**config.mk**
```make
export PLATFORM = sky130hd
export DESIGN_NAME = fft_frame_ctrl
export DESIGN_NICKNAME = d
export VERILOG_FILES = /design/src/rtl/fft_frame_ctrl.sv
export SDC_FILE = /design/constraint.sdc
export NUM_CORES = 1
export LEC_CHECK = 0
export ABC_CLOCK_PERIOD_IN_PS = 2500
export CORE_ASPECT_RATIO = 0.9
export CORE_MARGIN = 10
export CORE_UTILIZATION = 25
export CTS_CLUSTER_DIAMETER = 30
export DETAILED_ROUTE_END_ITERATION = 7
export PLACE_DENSITY = 0.46
export SLEW_MARGIN = 5
export SYNTH_ARGS = -nofsm -noshare
export SYNTH_HDL_FRONTEND = slang
export SYNTH_SLANG_ARGS = --single-unit
```
**constraint.sdc**
```tcl
create_clock -name clk -period 2.5 [get_ports clk]
set_clock_uncertainty 0.05 [all_clocks]
set_input_delay 0.25 -clock clk [delete_from_list [all_inputs] [get_ports clk]]
set_output_delay 0.25 -clock clk [all_outputs]
set_load 0.05 [all_outputs]
```
**src/rtl/fft_frame_ctrl.sv**
```systemverilog
// Frame sequencer: paces ADC conversion requests, stores returned samples in the
// FFT sample buffer, then starts the FFT core and waits for it before the next frame.
module fft_frame_ctrl #(
    parameter int unsigned WIDTH      = 12,
    parameter int unsigned ADDR_W     = 3,
    parameter int unsigned SAMPLE_DIV = 16
) (
    input  logic              clk,
    input  logic              reset_async_n,
    input  logic              enable,
    input  logic              sample_valid,
    input  logic [WIDTH-1:0]  sample_data,
    output logic              adc_start,
    output logic              buf_we,
    output logic [ADDR_W-1:0] buf_addr,
    output logic [WIDTH-1:0]  buf_wdata,
    output logic              fft_start,
    input  logic              fft_done,
    output logic              busy,
    output logic              overrun,
    output logic [15:0]       frame_count
);

    localparam int unsigned DIV_W   = (SAMPLE_DIV > 2) ? $clog2(SAMPLE_DIV) : 1;
    localparam int unsigned REQ_W   = ADDR_W + 1;
    localparam int unsigned FRAME_N = 1 << ADDR_W;

    typedef enum logic [1:0] {IDLE, CAPTURE, START, COMPUTE} state_t;

    state_t            state, state_nxt;
    logic [DIV_W-1:0]  div_cnt, div_nxt;
    logic [REQ_W-1:0]  req_cnt, req_nxt;
    logic [ADDR_W-1:0] wr_ptr, wr_nxt;
    logic              pending, pend_nxt;
    logic              adc_start_nxt, buf_we_nxt, fft_start_nxt, busy_nxt, overrun_nxt;
    logic [ADDR_W-1:0] buf_addr_nxt;
    logic [WIDTH-1:0]  buf_wdata_nxt;
    logic [15:0]       frame_count_nxt;
    logic              launch_c;
    logic              write_c;

    always_ff @(posedge clk or negedge reset_async_n) begin
        if (!reset_async_n) begin
            state       <= IDLE;
            div_cnt     <= '0;
            req_cnt     <= '0;
            wr_ptr      <= '0;
            pending     <= 1'b0;
            adc_start   <= 1'b0;
            buf_we      <= 1'b0;
            buf_addr    <= '0;
            buf_wdata   <= '0;
            fft_start   <= 1'b0;
            busy        <= 1'b0;
            overrun     <= 1'b0;
            frame_count <= '0;
        end else begin
            state       <= state_nxt;
            div_cnt     <= div_nxt;
            req_cnt     <= req_nxt;
            wr_ptr      <= wr_nxt;
            pending     <= pend_nxt;
            adc_start   <= adc_start_nxt;
            buf_we      <= buf_we_nxt;
            buf_addr    <= buf_addr_nxt;
            buf_wdata   <= buf_wdata_nxt;
            fft_start   <= fft_start_nxt;
            busy        <= busy_nxt;
            overrun     <= overrun_nxt;
            frame_count <= frame_count_nxt;
        end
    end

    // Next state and registered outputs. Entering CAPTURE issues the first request
    // immediately, so the frame's first conversion goes out one cycle after the trigger.
    always_comb begin
        state_nxt       = state;
        div_nxt         = div_cnt;
        req_nxt         = req_cnt;
        wr_nxt          = wr_ptr;
        pend_nxt        = pending;
        adc_start_nxt   = 1'b0;
        buf_we_nxt      = 1'b0;
        buf_addr_nxt    = buf_addr;
        buf_wdata_nxt   = buf_wdata;
        fft_start_nxt   = 1'b0;
        overrun_nxt     = overrun;
        frame_count_nxt = frame_count;
        launch_c        = 1'b0;
        write_c         = 1'b0;

        case (state)
            IDLE: begin
                if (enable) launch_c = 1'b1;
            end
            CAPTURE: begin
                div_nxt = (div_cnt == DIV_W'(SAMPLE_DIV - 1)) ? '0 : div_cnt + DIV_W'(1);
                if (sample_valid && pending) begin
                    write_c       = 1'b1;
                    buf_we_nxt    = 1'b1;
                    buf_addr_nxt  = wr_ptr;
                    buf_wdata_nxt = sample_data;
                    wr_nxt        = wr_ptr + ADDR_W'(1);
                    pend_nxt      = 1'b0;
                end
                // Slot: a returning sample frees the slot before the request decision.
                if (div_cnt == '0 && enable && req_cnt < REQ_W'(FRAME_N)) begin
                    if (pend_nxt) begin
                        overrun_nxt = 1'b1;
                    end else begin
                        adc_start_nxt = 1'b1;
                        pend_nxt      = 1'b1;
                        req_nxt       = req_cnt + REQ_W'(1);
                    end
                end
                if (write_c && wr_ptr == ADDR_W'(FRAME_N - 1)) begin
                    state_nxt = START;
                end else if (!enable && !pend_nxt) begin
                    state_nxt = IDLE;
                end
            end
            START: begin
                fft_start_nxt = 1'b1;
                state_nxt     = COMPUTE;
            end
            COMPUTE: begin
                if (fft_done) begin
                    frame_count_nxt = frame_count + 16'd1;
                    if (enable) launch_c  = 1'b1;
                    else        state_nxt = IDLE;
                end
            end
            default: state_nxt = IDLE;
        endcase

        if (launch_c) begin
            state_nxt     = CAPTURE;
            adc_start_nxt = 1'b1;
            pend_nxt      = 1'b1;
            req_nxt       = REQ_W'(1);
            div_nxt       = DIV_W'(1);
            wr_nxt        = '0;
        end

        if (state_nxt == IDLE) begin
            div_nxt = '0;
            req_nxt = '0;
            wr_nxt  = '0;
        end

        busy_nxt = (state_nxt != IDLE);
    end

endmodule

```
# Yosys cells after proc, flatten, opt, wreduce, memory -nomap -nowiden
# Cells that the tools add are included.
[classes]
n_mux = 36
reduce_logical = 20
n_eq_ne = 6
n_addsub = 4
order_cmp = 1
[ops]
columns = ["op", "count"]
rows = [
  ["4-bit 2-to-1 mux", 9],
  ["16-bit by 1-bit adder with 16-bit output, second input constant", 1],
  ["1-bit 2-to-1 mux", 16],
  ["3-bit 2-to-1 mux", 4],
  ["2-bit 2-to-1 mux", 5],
  ["3-bit nonzero test", 3],
  ["4-bit by 1-bit adder with 4-bit output, second input constant", 2],
  ["2-bit one-hot mux with 3 select lines", 1],
  ["2-bit AND reduction", 3],
  ["3-bit AND reduction", 2],
  ["1-bit logical AND", 5],
  ["2-bit == test, second input constant", 2],
  ["4-bit == test, second input constant", 1],
  ["2-bit zero test", 2],
  ["4-bit zero test", 1],
  ["4-bit less-than comparator, second input constant", 1],
  ["2-bit nonzero test", 2],
  ["3-bit by 1-bit adder with 3-bit output, second input constant", 1],
  ["3-bit == test, second input constant", 1],
  ["3-bit by 2-bit inequality test with 1-bit output, second input constant", 1],
  ["2-bit by 1-bit == test with 1-bit output, second input constant", 1],
  ["1-bit zero test", 2],
  ["1-bit one-hot mux with 2 select lines", 1],
]
[word_totals]
reg_bits = 50
wordCells = 80
input_bits = 17

# Depth between registers and ports, before layout
[logic_depth]
depth_word = 14
mapped_depth = 7
mapped_depth_nobuf = 7

# Worst setup path after synthesis
# Ideal clock, no wire load.
[synth_timing]
kind = "register to register"
startpoint = "register frame_count[6]"
endpoint = "register frame_count[13]"
period_less_slack_ps = 1782
path_stages_with_launch = 6
n_path_buf = 0
path_slack_ps = 718
setup_ps = 141
t_arrival_ps = 1591
cell_sequence = "dfrtp_1 -> and4_1 -> nand4_1 -> nor3_2 -> nand3_1 -> xnor2_1"
[synth_via]
elab_chain_len = 1
[synth_rtl]
columns = ["item", "line_no", "rtl"]
rows = [
  ["start, declared", "21", "output logic [15:0] frame_count"],
  ["start signal, assigned", "70", "frame_count <= frame_count_nxt;"],
  ["16-bit by 1-bit adder with 16-bit output", "128", "frame_count_nxt = frame_count + 16'd1;"],
]
# Every way passes these cells.
# A chain may end at the register's enable or synchronous reset.

# Final worst setup path
[layout_timing]
startpoint = "register wr_ptr[0]"
endpoint = "register req_cnt[0]"
[layout_via]
elab_chain_len = 8
word_cells_on_any_way = 11
[layout_rtl]
columns = ["item", "line_no", "rtl"]
rows = [
  ["start, declared", "33", "logic [ADDR_W-1:0] wr_ptr, wr_nxt;"],
  ["start signal, assigned", "61", "wr_ptr <= wr_nxt;"],
  ["3-bit == test (*)", "116", "if (write_c && wr_ptr == ADDR_W'(FRAME_N - 1)) begin"],
  ["1-bit logical AND (*)", "116", ""],
  ["2-bit 2-to-1 mux (*)", "116", ""],
  ["2-bit one-hot mux with 3 select lines (*)", "92", "case (state)"],
  ["2-bit 2-to-1 mux (*)", "136", "if (launch_c) begin"],
  ["2-bit zero test (*)", "145", "if (state_nxt == IDLE) begin"],
  ["3-bit by 2-bit inequality test with 1-bit output (no source line) / 3-bit nonzero test (equally long branches)", "n/a", ""],
  ["3-bit AND reduction (no source line)", "n/a", ""],
  ["end signal, assigned", "60", "req_cnt <= req_nxt;"],
  ["end, declared", "32", "logic [REQ_W-1:0] req_cnt, req_nxt;"],
]
# Mark *: on every way between the ends. The rest lies on a longest branch, timed or not.

==> flow_metrics.env <==
export IMPL_outcome="finished, final reports clean"
export IMPL_drt_pass1_iter_count=4
export IMPL_detail_route_wl_per_cell_um=14.1
export IMPL_hpwl_um=3910
export IMPL_overflow=0
export IMPL_postLayoutCellArea_sq_mm=0.00308
export IMPL_grt_pass1_wl_um=8510
export IMPL_critPathSlowestCell="dfrtp_1"
export IMPL_p_leak_nw=1.36
export IMPL_cp_start_kind="register"
export IMPL_synth_edf_count=0
export IMPL_via_count=1534
export IMPL_dieArea_sq_mm=0.0133
export IMPL_rows=32
export IMPL_ant_nets=0
export IMPL_end_kind="register"
export IMPL_p_int_mw=1.79
export IMPL_cts_sinks=50
export IMPL_initial_utilization=0.260
export IMPL_synthesis_nets=212
export IMPL_required_ps=2600
export IMPL_clk_pin_slew_worst_paths_ps=100
export IMPL_crit_top_cell="ha_1"
export IMPL_fin_cells=367
export IMPL_sw_frac_of_total=0.402
export IMPL_wirelength_um=5180
export IMPL_ir_drop_v=0.000471
export IMPL_critPathTopFamily="compound AO/OA/AOI/OAI gates"
export IMPL_yosysWarningCount=0
export IMPL_power_density_mw_per_mm2=972
export IMPL_worst_pin_slew_ps=531
export IMPL_placedCellCount=358
export IMPL_yosysSeqAreaShare=0.550
export IMPL_switchingPower_mw=1.20
export IMPL_post_dp_cell_area_sq_mm=0.00296
export IMPL_synth_seq_cells=50
export IMPL_io_buffer_count=52
export IMPL_cap_violations=0
export IMPL_setup_viol=0
export IMPL_dpl_worst_slack_ps=358
export IMPL_fmax_ghz=0.496
export IMPL_drc=0
export IMPL_finalWeightedCongestion=0.736
export IMPL_fin_nets=275
export IMPL_slew_headroom=0.643
export IMPL_setup_slack_ps=484
export IMPL_async_reset_ff_frac=1.00
export IMPL_fillers=929
export IMPL_synthesis_instances=184
export IMPL_die_height_um=110
export IMPL_synth_ff_type="dfrtp_1"
export IMPL_top_level_ports=53
export IMPL_syn_area_sq_mm=0.00227
export IMPL_arrival_ps=2120
export IMPL_syn_area_per_cell_sq_um=12.4
export IMPL_critPathMaxFanout=3
export IMPL_pwr_share_comb=0.451
export IMPL_htree_levels=2
export IMPL_core_area_sq_mm=0.00873
export IMPL_cts_root_buf="clkbuf_8"
export IMPL_grt_use_total=0.0777
export IMPL_antenna_found_initial=0
export IMPL_syn_to_final_growth_pct=35.3
export IMPL_postCtsSetupRepairBufs=0
export IMPL_worstSkewPairLatency_ps=300
export IMPL_via_per_inst=4.18
export IMPL_crit_type="reg -> reg"
export IMPL_die_w_um=121
export IMPL_finalSetupTns_ps=0
export IMPL_hp_class="in -> async"
export IMPL_grt_max_degree=23
export IMPL_period_minus_slack_ps=2020
export IMPL_rsz0062_at_grt="no"
export IMPL_cts_tree="done"
export IMPL_clkPwrFrac=0.192
export IMPL_worstPathCellList="ha_1, ha_1, nand2_1, o22ai_1, a32o_2, nor3_1, a22oi_1"
export IMPL_fin_crit_sh=0.806
export IMPL_yosysUniqueCellTypes=40
export IMPL_critical_path_max_stage_delay_ps=420
export IMPL_antenna_cells=0
export IMPL_drive_above_1_share=0.161
export IMPL_first_iter_violations=86
export IMPL_cts_buffers=5
export IMPL_crit_buf_inv=0
export IMPL_ctsLongestPathBuffers=2
export IMPL_final_max_slew_violation_count=0
export IMPL_seqPwrFrac=0.357
export IMPL_hold_viol_final=0
export IMPL_grt_pass1_vias=1607
==> routing by layer <==
| metal | routed length, um | vias to the layer above | track usage |
|---|---|---|---|
| met1 | 2460 | 733 | 0.0979 |
| met4 | 34 | 0 | 0.0192 |
| li1 | - | 759 | - |
| met5 | 0 | - | 0 |
| met3 | 339 | 4 | 0.0290 |
| met2 | 2350 | 38 | 0.122 |
==> cells in the mapped netlist, types with 2 or more instances <==
cell      number  area [sq um]
dfrtp_1       50          1250
mux2_2        17           191
nand2_1       17          63.8
nor2_1        12          45.0
xnor2_1       12           105
ha_1          11           138
xor2_1         7          61.3
inv_1          6          22.5
nand3_1        6          30.0
nand4_1        5          31.3
mux2i_1        4          40.0
a21oi_1        3          15.0
nand2b_1       3          18.8
a22oi_1        2          15.0
and2b_1        2          15.0
and3_1         2          12.5
nor3_1         2          10.0
==> layout by cell type (no fill, tap or decap), types with 2 or more instances in the layout <==
cell / count
xnor2_1: 12
mux2_2: 17
nand4_1: 5
and3_1: 2
nor3_1: 2
mux2i_1: 4
nand3_1: 6
nor2_1: 12
buf_4: 5
nand2b_1: 3
dfrtp_1: 50
nand2_1: 17
a21oi_1: 3
xor2_1: 7
inv_1: 6
a22oi_1: 2
ha_1: 11
clkdlybuf4s50_1: 51
clkbuf_8: 5
and2b_1: 2
==> path summary, 6_finish.rpt <==
kind                                  from         endpoint  slack [ps]  cells after the start
max                              wr_ptr[0]       req_cnt[0]         480                      7
min                          reset_async_n        fft_start         310                      2
max reg2reg                      wr_ptr[0]       req_cnt[0]         480                      7
min reg2reg                frame_count[15]  frame_count[15]         420                      1
max in group asynchronous    reset_async_n       div_cnt[1]        1520                      3
min in group clk           frame_count[15]  frame_count[15]         420                      1
==> metrics by stage <==
stage	hold WS, ps	utilization	power [mW]
6_report	310	0.352	2.99
5_1_grt	361	0.352	3.17
4_1_cts	331	0.352	3.05
2_1_floorplan	-95.6	-	2.00
3_3_place_gp	91.7	0.339	2.46
3_5_place_dp	86.7	0.339	2.46
==> worst reg2reg max path, delay by kind of cell, from the launching register on <==
| family | cells | cell delay (ps) |
|---|---|---|
| adders and majority gates | 2 | 420 |
| and+or+nand+nor | 2 | 450 |
| DFF | 1 | 420 |
| AOI/OAI and AO/OA | 3 | 540 |
==> layout make-up <==
type,count,area (sq um),area share
Timing Repair Buffer,58,563,0.183
Multi-Input combinational cell,126,981,0.319
Sequential cell,50,1250,0.407
Clock buffer,6,72.6,0.0236
Clock inverter,2,37.5,0.0122
Tap cell,119,149,0.0484
Inverter,6,22.5,0.00732
==> state kept, by name, indices dropped and copies added (netlist names) <==
signal / flops
wr_ptr: 3
pending: 1
buf_we: 1
overrun: 1
frame_count: 16
adc_start: 1
busy: 1
fft_start: 1
buf_addr: 3
buf_wdata: 12
state: 2
div_cnt: 4
req_cnt: 4
==> cells by family after synthesis <==
group	after synthesis	synth area share
adders and majority gates	11	0.0605
AOI/OAI and AO/OA	17	0.0638
muxes	21	0.102
xor gates and xnor gates	19	0.0732
and+or+nand+nor	58	0.132
buffers and inverters	8	0.0182
DFF	50	0.550
==> power groups by stage <==
stage	clock network, mW	registers, mW	logic (mW)
floorplan	0	1.55	0.453
global placement	0	1.09	1.37
detailed placement	0	1.09	1.37
CTS	0.605	1.07	1.38
global route	0.626	1.09	1.45
finish	0.574	1.07	1.35
==> what timing repair did <==
item	CTS	global route
gates resized for setup	0	0
hold endpoints to repair	8	0
hold buffers	1	0
Power figures use the tool's default switching activity.
